## src/rtl/iir_pkg.sv

```systemverilog
// Shared constants and types for the serial IIR low-pass sections.
//   TAPS/DW/CW/OW : tap count and signed datapath widths
//   NUM_COE       : numerator (zero-section) coefficients, packed TAPS*CW,
//                   COE[0] in the lowest slice applies to x[n]
//   state_t       : serial-section FSM encoding (IDLE/MAC/DONE)
package iir_pkg;

  localparam int TAPS  = 8;
  localparam int DW    = 12;
  localparam int CW    = 12;
  localparam int OW    = 26;
  localparam int CNT_W = $clog2(TAPS + 1);
  localparam int IDX_W = $clog2(TAPS);

  // Binomial numerator, written k=7 down to k=0 so COE[0] lands in bits [CW-1:0].
  localparam logic [TAPS*CW-1:0] NUM_COE = {
    12'sd1, 12'sd7, 12'sd21, 12'sd35, 12'sd35, 12'sd21, 12'sd7, 12'sd1
  };

  typedef enum logic [1:0] {
    IDLE = 2'd0,
    MAC  = 2'd1,
    DONE = 2'd2
  } state_t;

endpackage

```

## src/rtl/iir_serial_mac.sv

```systemverilog
// Shared serial multiply-accumulate: registered signed multiplier followed by
// an ACC_W-bit accumulator. A product loaded while en is high is added into
// acc on the following cycle.
//   clk, rst : clock, synchronous active-high reset (clears acc)
//   clr      : start of a new sum; clears acc and any pending product
//   en       : load a*b into the product register this cycle
//   a, b     : signed multiplier operands
//   acc      : signed running sum
module iir_serial_mac #(
  parameter int DATA_W = 12,
  parameter int COEF_W = 12,
  parameter int ACC_W  = 26
) (
  input  logic                     clk,
  input  logic                     rst,
  input  logic                     clr,
  input  logic                     en,
  input  logic signed [DATA_W-1:0] a,
  input  logic signed [COEF_W-1:0] b,
  output logic signed [ACC_W-1:0]  acc
);

  // Full-width product so the block stays correct for any operand values.
  localparam int PW = DATA_W + COEF_W;

  logic signed [PW-1:0] prod_p1;
  logic                 vld_p1;

  function automatic logic signed [ACC_W-1:0] sext(input logic signed [PW-1:0] p);
    return ACC_W'(p);
  endfunction

  // ---- stage 1: registered product ----
  always_ff @(posedge clk) begin
    if (en) prod_p1 <= a * b;
  end

  always_ff @(posedge clk) begin
    if (rst || clr) vld_p1 <= 1'b0;
    else            vld_p1 <= en;
  end

  // ---- stage 2: accumulate ----
  always_ff @(posedge clk) begin
    if (rst || clr)  acc <= '0;
    else if (vld_p1) acc <= acc + sext(prod_p1);
  end

endmodule

```

## src/rtl/iir_zero_serial.sv

```systemverilog
// Zero (feed-forward) section of the 7th-order IIR low-pass:
//   Xout = sum_{k=0..TAPS-1} COE[k] * x[n-k]
// computed serially on one shared multiplier. One result per accepted sample,
// 11 clocks per sample; the /512 scaling lives in the summing node downstream.
//   clk, rst  : clock, synchronous active-high reset (aborts any computation)
//   Xin       : signed input sample, taken when in_valid is high and idle
//   in_valid  : one-cycle sample strobe
//   Xout      : signed sum, held between results
//   out_valid : one-cycle strobe, Xout updated
//   busy      : a sample is being processed
//   overrun   : sticky, a sample arrived while busy and was dropped
module iir_zero_serial
  import iir_pkg::*;
#(
  parameter logic [TAPS*CW-1:0] COE = NUM_COE
) (
  input  logic                 clk,
  input  logic                 rst,
  input  logic signed [DW-1:0] Xin,
  input  logic                 in_valid,
  output logic signed [OW-1:0] Xout,
  output logic                 out_valid,
  output logic                 busy,
  output logic                 overrun
);

  state_t                 state, state_nxt;
  logic [CNT_W-1:0]       cnt;
  logic signed [DW-1:0]   x_dl [TAPS];
  logic                   start;
  logic                   mac_en;
  logic signed [DW-1:0]   tap_x;
  logic signed [CW-1:0]   tap_c;
  logic signed [OW-1:0]   acc;

  always_comb begin
    state_nxt = state;
    start     = 1'b0;
    case (state)
      IDLE: if (in_valid) begin
        start     = 1'b1;
        state_nxt = MAC;
      end
      MAC:  if (cnt == CNT_W'(TAPS)) state_nxt = DONE;
      DONE: state_nxt = IDLE;
      default: state_nxt = IDLE;
    endcase
  end

  assign busy   = (state != IDLE);
  // cnt == TAPS is the flush cycle: nothing new is multiplied, the last
  // product is still being accumulated.
  assign mac_en = (state == MAC) && (cnt < CNT_W'(TAPS));
  assign tap_x  = x_dl[cnt[IDX_W-1:0]];
  assign tap_c  = COE[cnt[IDX_W-1:0]*CW +: CW];

  always_ff @(posedge clk) begin
    if (rst) state <= IDLE;
    else     state <= state_nxt;
  end

  always_ff @(posedge clk) begin
    if (rst)                cnt <= '0;
    else if (start)         cnt <= '0;
    else if (state == MAC)  cnt <= cnt + 1'b1;
  end

  // ---- stage 0: delay line, shifted only when a sample is accepted ----
  always_ff @(posedge clk) begin
    if (rst) begin
      for (int k = 0; k < TAPS; k++) x_dl[k] <= '0;
    end else if (start) begin
      for (int k = TAPS - 1; k > 0; k--) x_dl[k] <= x_dl[k-1];
      x_dl[0] <= Xin;
    end
  end

  // ---- stages 1-2: shared multiply-accumulate ----
  iir_serial_mac #(
    .DATA_W (DW),
    .COEF_W (CW),
    .ACC_W  (OW)
  ) u_mac (
    .clk (clk),
    .rst (rst),
    .clr (start),
    .en  (mac_en),
    .a   (tap_x),
    .b   (tap_c),
    .acc (acc)
  );

  // ---- output register ----
  always_ff @(posedge clk) begin
    if (rst) begin
      Xout      <= '0;
      out_valid <= 1'b0;
    end else begin
      out_valid <= (state == DONE);
      if (state == DONE) Xout <= acc;
    end
  end

  always_ff @(posedge clk) begin
    if (rst)                   overrun <= 1'b0;
    else if (in_valid && busy) overrun <= 1'b1;
  end

endmodule

```

## config.mk

```make
export PLATFORM = sky130hd
export DESIGN_NAME = iir_zero_serial
export DESIGN_NICKNAME = d
export VERILOG_FILES = /design/src/rtl/iir_pkg.sv /design/src/rtl/iir_serial_mac.sv /design/src/rtl/iir_zero_serial.sv
export SDC_FILE = /design/constraint.sdc
export NUM_CORES = 1
export LEC_CHECK = 0
export CORE_ASPECT_RATIO = 1.25
export CORE_MARGIN = 5
export CORE_UTILIZATION = 45
export DETAILED_ROUTE_END_ITERATION = 8
export RECOVER_POWER = 100
export SYNTH_ARGS = -nofsm -noshare
export SYNTH_HDL_FRONTEND = slang
export SYNTH_HIERARCHICAL = 1
export SYNTH_SLANG_ARGS = --single-unit
```

## constraint.sdc

```tcl
create_clock -name clk -period 8.13 [get_ports clk]
set_clock_uncertainty 0.2 [all_clocks]
set_input_delay 1.626 -clock clk [delete_from_list [all_inputs] [get_ports clk]]
set_output_delay 1.626 -clock clk [all_outputs]
set_load 0.01 [all_outputs]
```

Yosys cells after proc, flatten, opt, wreduce, memory -nomap -nowiden
Memories as Yosys holds them, arrays and structs flattened. A register that Yosys moved wholly into a read port is not among the register bits.
Index checks and enable logic that the tools add are counted.
Cells by class
  equality and inequality tests: 5
  reductions and logical operators: 7
  $lt $le $gt $ge: 1
  multipliers: 2
  shift-type cells: 1
  bitwise logic cells: 8
  add/subtract/negate cells: 2
  muxes and demuxes: 20
Operator list (number)
  12-bit two-way mux: 8
  96-bit by 8-bit indexed part select with 12-bit output (first input constant): 1
  26-bit by 24-bit adder with 26-bit output: 1
  12-bit by 12-bit multiplier with 24-bit output: 1
  1-bit bitwise OR: 8
  1-bit two-way mux: 7
  3-bit two-way mux: 2
  3-bit by 2-bit multiplier with 5-bit output (second input constant): 1
  4-bit by 1-bit adder with 4-bit output (second input constant): 1
  4-bit == test (second input constant): 1
  4-bit less-than comparator (second input constant): 1
  2-bit two-way mux: 2
  2-bit inequality test (second input constant): 2
  2-bit one-hot mux with 2 select lines: 1
  2-bit by 1-bit == test with 1-bit output (second input constant): 1
  2-bit == test (second input constant): 1
  1-bit logical AND: 2
  2-bit zero test: 1
  2-bit AND reduction: 1
  2-bit nonzero test: 1
  2-bit OR reduction: 1
  1-bit logical OR: 1
Storage, ports and cells
  output and inout port bits: 29
  input port bits: 15
  bits in registers: 85
  RAM bits: 96
  logic and storage cells: 55
  memories kept: 1
Memory list
  x_dl: depth 8, bits a word 12, rd ports 8, clocked after Yosys merged registers in 1, wr ports 8, RTL line iir_zero_serial.sv:29  | logic signed [DW-1:0] x_dl [TAPS];

Depth between registers and ports, before layout
  depth after elaboration: 6
  gate-level depth with buffers: 25
  depth with buffers taken out: 23

Modules after synthesis
Netlist, hierarchy kept.
By module, submodules not included
  iir_serial_mac: seq. area each 1261.2 um^2, cells each 939, times used 1, area each 8391.8 um^2
  iir_zero_serial: seq. area each 3623.5 um^2, cells each 411, times used 1, area each 5710.5 um^2

Least setup slack after synthesis
No wires, ideal clock.
  path type: reg2reg
  from: register (tool-made name)
  to: register u_mac.prod_p1[19], data pin
  data arrival time: 5999 ps
  data required time: 7672 ps
  cell stages (with the launch flop): 25
  setup slack: 1673 ps
  period minus slack after synthesis: 6457 ps
  buffers on the path: 3
  setup time: 258 ps
  cells stage by stage: dfxtp_1 -> buf_6 -> buf_6 -> mux4_2 -> mux2_2 -> clkbuf_1 -> nand2_1 -> inv_1 -> fa_1 -> inv_1 -> fa_1 -> fa_1 -> inv_1 -> fa_1 -> inv_1 -> fa_1 -> inv_1 -> ha_1 -> o21a_1 -> o21ai_1 -> a31oi_1 -> a2111oi_2 -> o31ai_1 -> or2_2 -> xor2_1
RTL lines
  end signal: assignment: RTL line iir_serial_mac.sv:35  | if (en) prod_p1 <= a * b;
  end: declaration: RTL line iir_serial_mac.sv:26  | logic signed [PW-1:0] prod_p1;

==> impl_metrics.csv <==
group,metric,value,unit
run_status,status,"finished, violations left",
run_status,violations,"max-capacitance violations, max-slew violations",
clock_tree,root_buffer,"clkbuf_16",
layout,syn2layout_area_growth,9.777,%
critical_path,critical_path_required,8.12,ns
power_and_ir_drop,ir_drop,0.1447,mV
clock_tree,numCtsBuffers,17,
layout,layout_common_cells,"inv_1 (206), nand2_1 (175), fa_1 (139), edfxtp_1 (120), and2_1 (90)",
sta,fmax,134.4,MHz
die,die_area,35000,sq um
placement,portBuffers,43,
sta,finalSetupTns,0,ns
sta,timing.final.crit_share,91.52,%
critical_path,crit_fanout,12,
synthesis,ys.flop_type,"edfxtp_1",
die,num_io_pins,44,
global_route,track_usage,15.86,%
die,die_x,168.3,um
placement,place.gp.congestion,0.8525,
synthesis,avgSynthCellArea,10.45,sq um
run,drv_cap,4,
global_route,grt_pass1_vias,9296,
synthesis,synth_edf_count,120,
placement,dpl.cell_count,1770,
routing,drt_iter0_drc,351,
die,row_count,72,
placement,placed_area,14940,sq um
global_route,grt_pass1_wl,46.00,mm
critical_path,setup.worst_path.end_class,"register",
synthesis,ys_types,66,
clock_tree,cts_tree,"yes",
power_and_ir_drop,leakagePower,6.765,nW
global_route,antenna_found_initial,0,
power_and_ir_drop,power_density,260.2,nW/um^2
routing,wl_per_cell,14.78,um
sta,setup_violations,0,
clock_tree,clk_pin_slew,0.07,ns
routing,ant_nets,0,
min_path,min_path_cells,2,
power_and_ir_drop,power_switching,1.572,mW
critical_path,startpoint_type,"register",
sta,layout_setup_ws,0.6897,ns
placement,dp_hpwl,20.26,mm
sta,finalHoldViolCount,0,
critical_path,crit_arrival,7.43,ns
clock_tree,ctsHoldBuffers,0,
layout,fin_cells,1803,
layout,drive_above_1_share,4.803,%
min_path,min_path_type,"register to register",
layout,layout.nets,1616,
synthesis,syn_inst,1350,
clock_tree,clkSinkCount,184,
sta,finalMaxSlewViolations,237,
routing,dr.pass1.iters,7,
critical_path,reg2reg_depth,21,
die,fp.dieH,207.9,um
power_and_ir_drop,power.share.combinational,49.0,%
power_and_ir_drop,pwr-share-clk,20.5,%
clock_tree,cts_setup_buffers,0,
power_and_ir_drop,seqPwrFrac,30.5,%
clock_tree,clk_path_buf_depth,2,
layout,fin_area,15480,sq um
critical_path,critPathKind,"register to register",
global_route,grt_max_degree,98,
power_and_ir_drop,internal_power,2.456,mW
sta,rsz0062_at_grt,"false",
synthesis,synth-seq-area-share,34.64,%
global_route,grt.overflow.total,0,
synthesis,synth_seq_cells,184,
synthesis,netlist_area,14100,sq um
routing,remaining_drc_errors,0,
die,start_util,45.51,%
sta,slew_headroom,-111.8,%
synthesis,async_flop_share,0,%
synthesis,yosys_warnings,6,
clock_tree,clock_latency,0.44,ns
layout,layout_commonest_cell,"inv_1",
clock_tree,cts_resized,0,
routing,routed_wl,26.64,mm
routing,via_per_inst,4.968,
placement,dp_slack,1.065,ns
sta,worst_slew_pin_slew,3.177,ns
die,fp.coreArea,30990,sq um
sta,period_needed,7.440,ns
power_and_ir_drop,swShare,39.03,%
routing,vias,8957,
clock_tree,htree_num_levels,4,
flip-flops by register name (all words and copies together), names as in the netlist, named ones only:
| signal | cells |
|---|---|
| overrun | 1 |
| u_mac/prod_p1 | 24 |
| x_dl | 96 |
| state | 2 |
| u_mac/acc | 26 |
| Xout | 26 |
| out_valid | 1 |
| u_mac/vld_p1 | 1 |
| cnt | 4 |
through the flow:
step	total power, mW	hold WS (ns)	utilization, %
after floorplan	2.888	0.2407	-
after global placement	3.186	0.2420	48.21
after CTS	4.066	0.2573	50.08
after global routing	4.432	0.2676	49.95
final	4.028	0.2501	49.96
after detailed placement	3.222	0.2468	48.21
critical path, stage by stage (launching register included):
cell	delay, ns
dfxtp_1	0.62
clkbuf_1	0.51
mux4_1	0.62
mux2_1	0.51
nand2_1	0.18
fa_1	0.42
fa_1	0.43
fa_1	0.54
inv_1	0.05
fa_1	0.47
inv_1	0.05
fa_1	0.52
inv_1	0.04
ha_1	0.33
nand3_1	0.09
o22ai_1	0.31
a41oi_1	0.20
o31ai_1	0.51
a211o_1	0.24
a31o_2	0.15
a21o_1	0.12
xor2_1	0.06
logic make-up after synthesis:
logic type      Yosys count  share of synthesized area [%]
other cells               2                        0.05325
compound gates          146                          6.796
mux                      52                          6.530
flops                   184                          34.64
buf+inv                 272                          7.497
simple gates            436                          15.23
fa+ha+maj               219                          26.83
xor+xnor                 39                          2.422
routing by layer:
metal	GRT usage (%)	share of wire, %	vias to the layer above
li1	-	-	4436
met3	1.918	2.9	21
met5	0	0	-
met2	27.69	51	134
met4	4.647	1.2	0
met1	20.76	45	4366
layout make-up:
class | instances | area [sq um]
Antenna cell | 1 | 2.502
Clock buffer | 17 | 425.4
Clock inverter | 15 | 153.9
Fill cell | 2849 | 15510
Inverter | 207 | 777.0
Multi-Input combinational cell | 918 | 8237
Sequential cell | 184 | 4885
Tap cell | 407 | 509.2
Timing Repair Buffer | 54 | 491.7
Yosys cell counts, types with 10 or more instances:
| master | count | area share [%] |
|---|---|---|
| mux2_2 | 14 | 1.1 |
| inv_1 | 206 | 5.5 |
| edfxtp_1 | 120 | 26 |
| dfxtp_1 | 64 | 9.1 |
| nand2_1 | 175 | 4.7 |
| a21oi_1 | 62 | 2.2 |
| mux4_1 | 22 | 4.1 |
| nor2_1 | 50 | 1.3 |
| nor3_1 | 13 | 0.46 |
| mux2i_1 | 14 | 0.99 |
| clkbuf_1 | 45 | 1.2 |
| xor2_1 | 10 | 0.62 |
| xnor2_1 | 29 | 1.8 |
| fa_1 | 139 | 20 |
| nand3_1 | 15 | 0.53 |
| and2_1 | 139 | 6.2 |
| o21ai_0 | 18 | 0.64 |
| ha_1 | 80 | 7.1 |
worst paths after layout:
path         slack (ns)                           to                   from
max reg2reg        0.69  u_mac/prod_p1[22]$_DFFE_PP_               register
min reg2reg        0.25        Xout[23]$_SDFFE_PP0P_  Xout[23]$_SDFFE_PP0P_
min                0.25        Xout[23]$_SDFFE_PP0P_  Xout[23]$_SDFFE_PP0P_
max                0.69  u_mac/prod_p1[22]$_DFFE_PP_               register
power groups by stage:
stage                     clock (mW)  sequential [mW]  combinational [mW]
after global placement             0             1.25                1.94
final                          0.826             1.23                1.97
after CTS                      0.852             1.23                1.99
after floorplan                    0             1.23                1.66
after global routing           0.887             1.24                2.31
after detailed placement           0             1.25                1.98
Power figures use the tool's default switching activity.
==> patch 1, RTL diff (same flow settings) <==
Encoding of `state_t`: now one-hot (3 bits for 3 states).
--- a/src/rtl/iir_pkg.sv
+++ b/src/rtl/iir_pkg.sv
@@ -17,10 +17,10 @@
     12'sd1, 12'sd7, 12'sd21, 12'sd35, 12'sd35, 12'sd21, 12'sd7, 12'sd1
   };
 
-  typedef enum logic [1:0] {
-    IDLE = 2'd0,
-    MAC  = 2'd1,
-    DONE = 2'd2
+  typedef enum logic [2:0] {
+    IDLE = 3'b001,
+    MAC  = 3'b010,
+    DONE = 3'b100
   } state_t;
 
 endpackage
Behaviour: same outputs for any inputs over 10 cycles, from zero or initial values and one cycle with rst high; not proved beyond that.
==> patch 1 against the unedited design <==
- the run still ends with max-capacitance violations, max-slew violations left
- count of clock-buffer cells in the layout did not move
- worst hold slack improved by 0.025 ns
- final cell count fell by 0.17%
- critical path depth did not move
- design area rose by 1.4%
- worst setup slack improved by 0.20 ns
- synthesized area rose by 1.5%
- via count rose by 0.39%
- clock power rose by 4.5%
- sequential cell count rose by 1
- wire length rose by 0.54%
- total power fell by 19%
- sequential power fell by 7%
- largest cell class unchanged
==> patch 1: results (changes against the unedited design) <==
| Metric | Value |
|---|---|
| Length of the first detailed-routing pass in iterations | 4 (was 7) |
| Post-synthesis area per instance | 10.7 sq um (was 10.4 sq um) |
| Placement-stage cell area | 15100 sq um (was 14900 sq um) |
| Post-layout instance count excluding filler cells | 1800 (was 1803) |
| Global placer's final weighted congestion | 0.824 (was 0.853) |
| Antenna violations before repair | 0 (unchanged) |
| Layout cell share with drive strength beyond 1 | 5.26% (was 4.80%) |
| Largest net degree at the start of global routing | 99 (was 98) |
| Share of synthesized area occupied by flip-flops and latches | 34.3% (was 34.6%) |
| Leading post-synthesis cells by instance count | 205 x inv_1, 139 x and2_1, 139 x fa_1 (was 206 x inv_1, 175 x nand2_1, 139 x and2_1, 139 x fa_1, 120 x edfxtp_1) |
| Antenna fix cells | 0 (was 1) |
| Number of global-route vias before repair | 9317 (was 9296) |
| Clock Tree Buf Depth | 2 (unchanged) |
| All-layer global routing usage | 15.9% (about the same) |
| Biggest cell delay along the critical path | 0.69 ns (was 0.62 ns) |
| Area contributors post-synth | edfxtp_1 25%, fa_1 19%, dfxtp_1 9.1%, ha_1 7.0%, and2_1 6.1% (was edfxtp_1 26%, fa_1 20%, dfxtp_1 9.1%, ha_1 7.1%, and2_1 6.2%) |
| Via count | 8992 (was 8957) |
| Result of the run | finished, violations left (unchanged) |
| Class of the tightest hold or removal check | reg -> reg (unchanged) |
| Yosys synthesis warning count | 6 (unchanged) |
| Violations in the final reports | max-capacitance violations, max-slew violations (unchanged) |
| Cell family contributing the most delay on the critical path | adder cells (unchanged) |
| Clock transition at the registers of the reported paths | 0.08 ns |
| Placement-stage worst setup slack | 1.16 ns (was 1.07 ns) |
| Clock H-tree levels | 4 (unchanged) |
| Maximum vdd drop | 0.000121 V (was 0.000145 V) |
| Number of nets in the layout | 1609 (was 1616) |
| Number of buffer cells added on primary ports | 43 (unchanged) |
| Number of violations reported at the end of detailed-routing iteration 0 | 411 (was 351) |
| Max-slew headroom | -107% (was -112%) |
| Number of clock buffers inserted by TritonCTS | 17 (unchanged) |
| Number of synthesized flops with an enable pin | 120 (unchanged) |
| Number of gates resized after CTS | 0 (unchanged) |
| Routed wirelength normalized by instance count | 14.9 microns (was 14.8 microns) |
| Cell chosen for the clock root | clkbuf_16 (unchanged) |
| Number of distinct library cells after synthesis | 76 (was 66) |
| Global-route wire length before repair | 46400 microns (was 46000 microns) |
| Detailed placer's ending HPWL | 20600 microns (was 20300 microns) |
| Async SR Flop Fraction | 0% (unchanged) |
| Number of buffers added for setup after CTS | 0 (unchanged) |
| Worst Path Arrival | 7.23 ns (was 7.43 ns) |
| Total of max-cap violations | 4 (unchanged) |
| Number of max-slew violations in the final report | 239 (was 237) |
| Total leakage power | 6.83 nW (was 6.76 nW) |
patch 1: final timing paths:
| path | from | end | slack (ns) | cells after the start |
|---|---|---|---|---|
| setup / recovery | flip-flop | u_mac/prod_p1[23] | 0.89 | 21 |
| hold reg to reg | overrun | overrun | 0.28 | 2 |
| setup reg to reg | flip-flop | u_mac/prod_p1[23] | 0.89 | 21 |
| hold / removal | overrun | overrun | 0.28 | 2 |
patch 1: stage by stage:
stage	hold slack, ns	total power [mW]
floorplan	0.243	2.20
global placement	0.248	2.40
detailed placement	0.262	2.43
CTS	0.285	3.30
global route	0.310	3.55
finish	0.276	3.27
patch 1: where the power goes:
group | total, mW | internal, mW | switching (mW)
Sequential | 1.14 | 1.12 | 0.0229
Clock | 0.863 | 0.423 | 0.440
Combinational | 1.27 | 0.552 | 0.714
patch 1: layout make-up:
type                       count  area (sq um)
clock buffer                  17           425
clock inverter                15           186
fill                        2903         15900
inverter                     206           773
multi-input combinational    910          8390
sequential                   185          4900
tap                          412           515
timing repair buffer          55           499
patch 1: worst reg2reg max path, delay by kind of cell, from the launching register on:
family | cells | cell delay [ns]
buf+inv | 4 | 0.67
mux | 2 | 1.02
fa+ha+maj | 6 | 2.74
xor+xnor | 1 | 0.13
flops | 1 | 0.69
simple gates | 1 | 0.14
compound gates | 7 | 1.40
patch 1: cell families (layout without fill, tap and decap cells):
kind of cell | count (synthesis) | after routing | synth area share (%)
compound gates | 133 | 133 | 6.32
xor+xnor | 37 | 37 | 2.26
fa+ha+maj | 219 | 219 | 26.4
buf+inv | 271 | 293 | 7.75
flops | 185 | 185 | 34.3
mux | 73 | 73 | 7.89
other cells | 2 | 26 | 0.0525
simple gates | 422 | 422 | 15.0
patch 1: per-layer routing:
metal	part of all wire [%]	global-route usage (%)	routed length, microns	vias up
li1	-	-	-	4439
met1	45	21.0	12000	4389
met2	51	27.6	13600	137
met3	2.9	1.81	772	27
met4	1.6	4.75	431	0
met5	0	0	0	-
==> patch 2, RTL diff (same flow settings) <==
Made on the original files. Set the package constant `DW` to 10 (it was 12).
--- a/src/rtl/iir_pkg.sv
+++ b/src/rtl/iir_pkg.sv
@@ -6,7 +6,7 @@
 package iir_pkg;
 
   localparam int TAPS  = 8;
-  localparam int DW    = 12;
+  localparam int DW    = 10;
   localparam int CW    = 12;
   localparam int OW    = 26;
   localparam int CNT_W = $clog2(TAPS + 1);
Ports: changed (resized Xin); port bits go from 44 to 42. No check against the original RTL was run, so the function may have changed too.
==> patch 2 against the unedited design <==
- the flow still finishes with violations (max-capacitance violations, max-slew violations)
- worst setup slack better by 0.35 ns
- largest cell class unchanged
- first-iteration DRC count down 14%
- synthesized area down 12%
- design area down 11%
- largest power group unchanged
- non-clock buffer count down 6
- sequential cell count down 18
- sequential power down 11%
- fmax up 4.9%
- synthesized cell count down 11%
- combinational power down 15%
- total power down 10%
- wire length down 14%
- global-route usage down 0.14 points
==> patch 2: results (changes against the unedited design) <==
| Metric | Value |
|---|---|
| Result of the run | finished, violations left (unchanged) |
| Violations in the final reports | max-capacitance violations, max-slew violations (unchanged) |
| Maximum vdd drop | 0.000150 V (was 0.000145 V) |
| Core Region | 27400 sq um (was 31000 sq um) |
| Number of buffer cells added on primary ports | 41 (was 43) |
| All-layer global routing usage | 15.7% (was 15.9%) |
| Final WL | 22900 microns (was 26600 microns) |
| Max-slew headroom | -69.6% (was -112%) |
| Number of global-route vias before repair | 8538 (was 9296) |
| Share of synthesized cell area in full adder, half adder and majority cells | 25.7% (was 26.8%) |
| Placement-stage cell area | 13100 sq um (was 14900 sq um) |
| Number of max-slew violations in the final report | 253 (was 237) |
| Total of max-cap violations | 5 (was 4) |
| Post-synthesis area per instance | 10.3 sq um (was 10.4 sq um) |
| Fraction of the mapped netlist area in compound gates | 7.82% (was 6.80%) |
| Non-Clock Buffer Count | 48 (was 54) |
| Total leakage power | 6.12 nW (was 6.76 nW) |
| Filler cell count in the final layout | 2550 (was 2849) |
| Biggest cell delay along the critical path | 0.60 ns (was 0.62 ns) |
| FF+latch count, synth | 166 (was 184) |
| Number of violations reported at the end of detailed-routing iteration 0 | 301 (was 351) |
| Sequential cell area | 4340 sq um (was 4880 sq um) |
| Post-Synth XOR/XNOR Area | 2.90% (was 2.42%) |
| Placement-stage worst setup slack | 1.06 ns (was 1.07 ns) |
| Layout cell share with drive strength beyond 1 | 4.10% (was 4.80%) |
-- patch 2: cell types whose count changed after synthesis, moves of 10 or more --
cell      before  now
inv_1        206  162
fa_1         139  108
nand2_1      175  146
edfxtp_1     120  102
clkbuf_1      45   33
and2_1       139  129
-- patch 2: report_power, final --
part	internal [mW]	switching [mW]	leakage [nW]	total [mW]
logic	0.737	0.943	4.22	1.68
registers	1.05	0.0427	1.59	1.10
clock network	0.448	0.394	0.303	0.842
total	2.24	1.38	6.12	3.62
-- patch 2: path summary, 6_finish.rpt --
| kind | startpoint | to | depth (start not counted) |
|---|---|---|---|
| max | flip-flop | u_mac/prod_p1[19] | 20 |
| min | Xout[16] | Xout[16] | 2 |
| max reg2reg | flip-flop | u_mac/prod_p1[19] | 20 |
| min reg2reg | Xout[16] | Xout[16] | 2 |
-- patch 2: metal layers --
layer | track usage [%] | wire length [microns]
met1 | 19.4 | 10200
met2 | 28.3 | 11800
met5 | 0 | 0
met3 | 2.28 | 556
met4 | 4.52 | 371
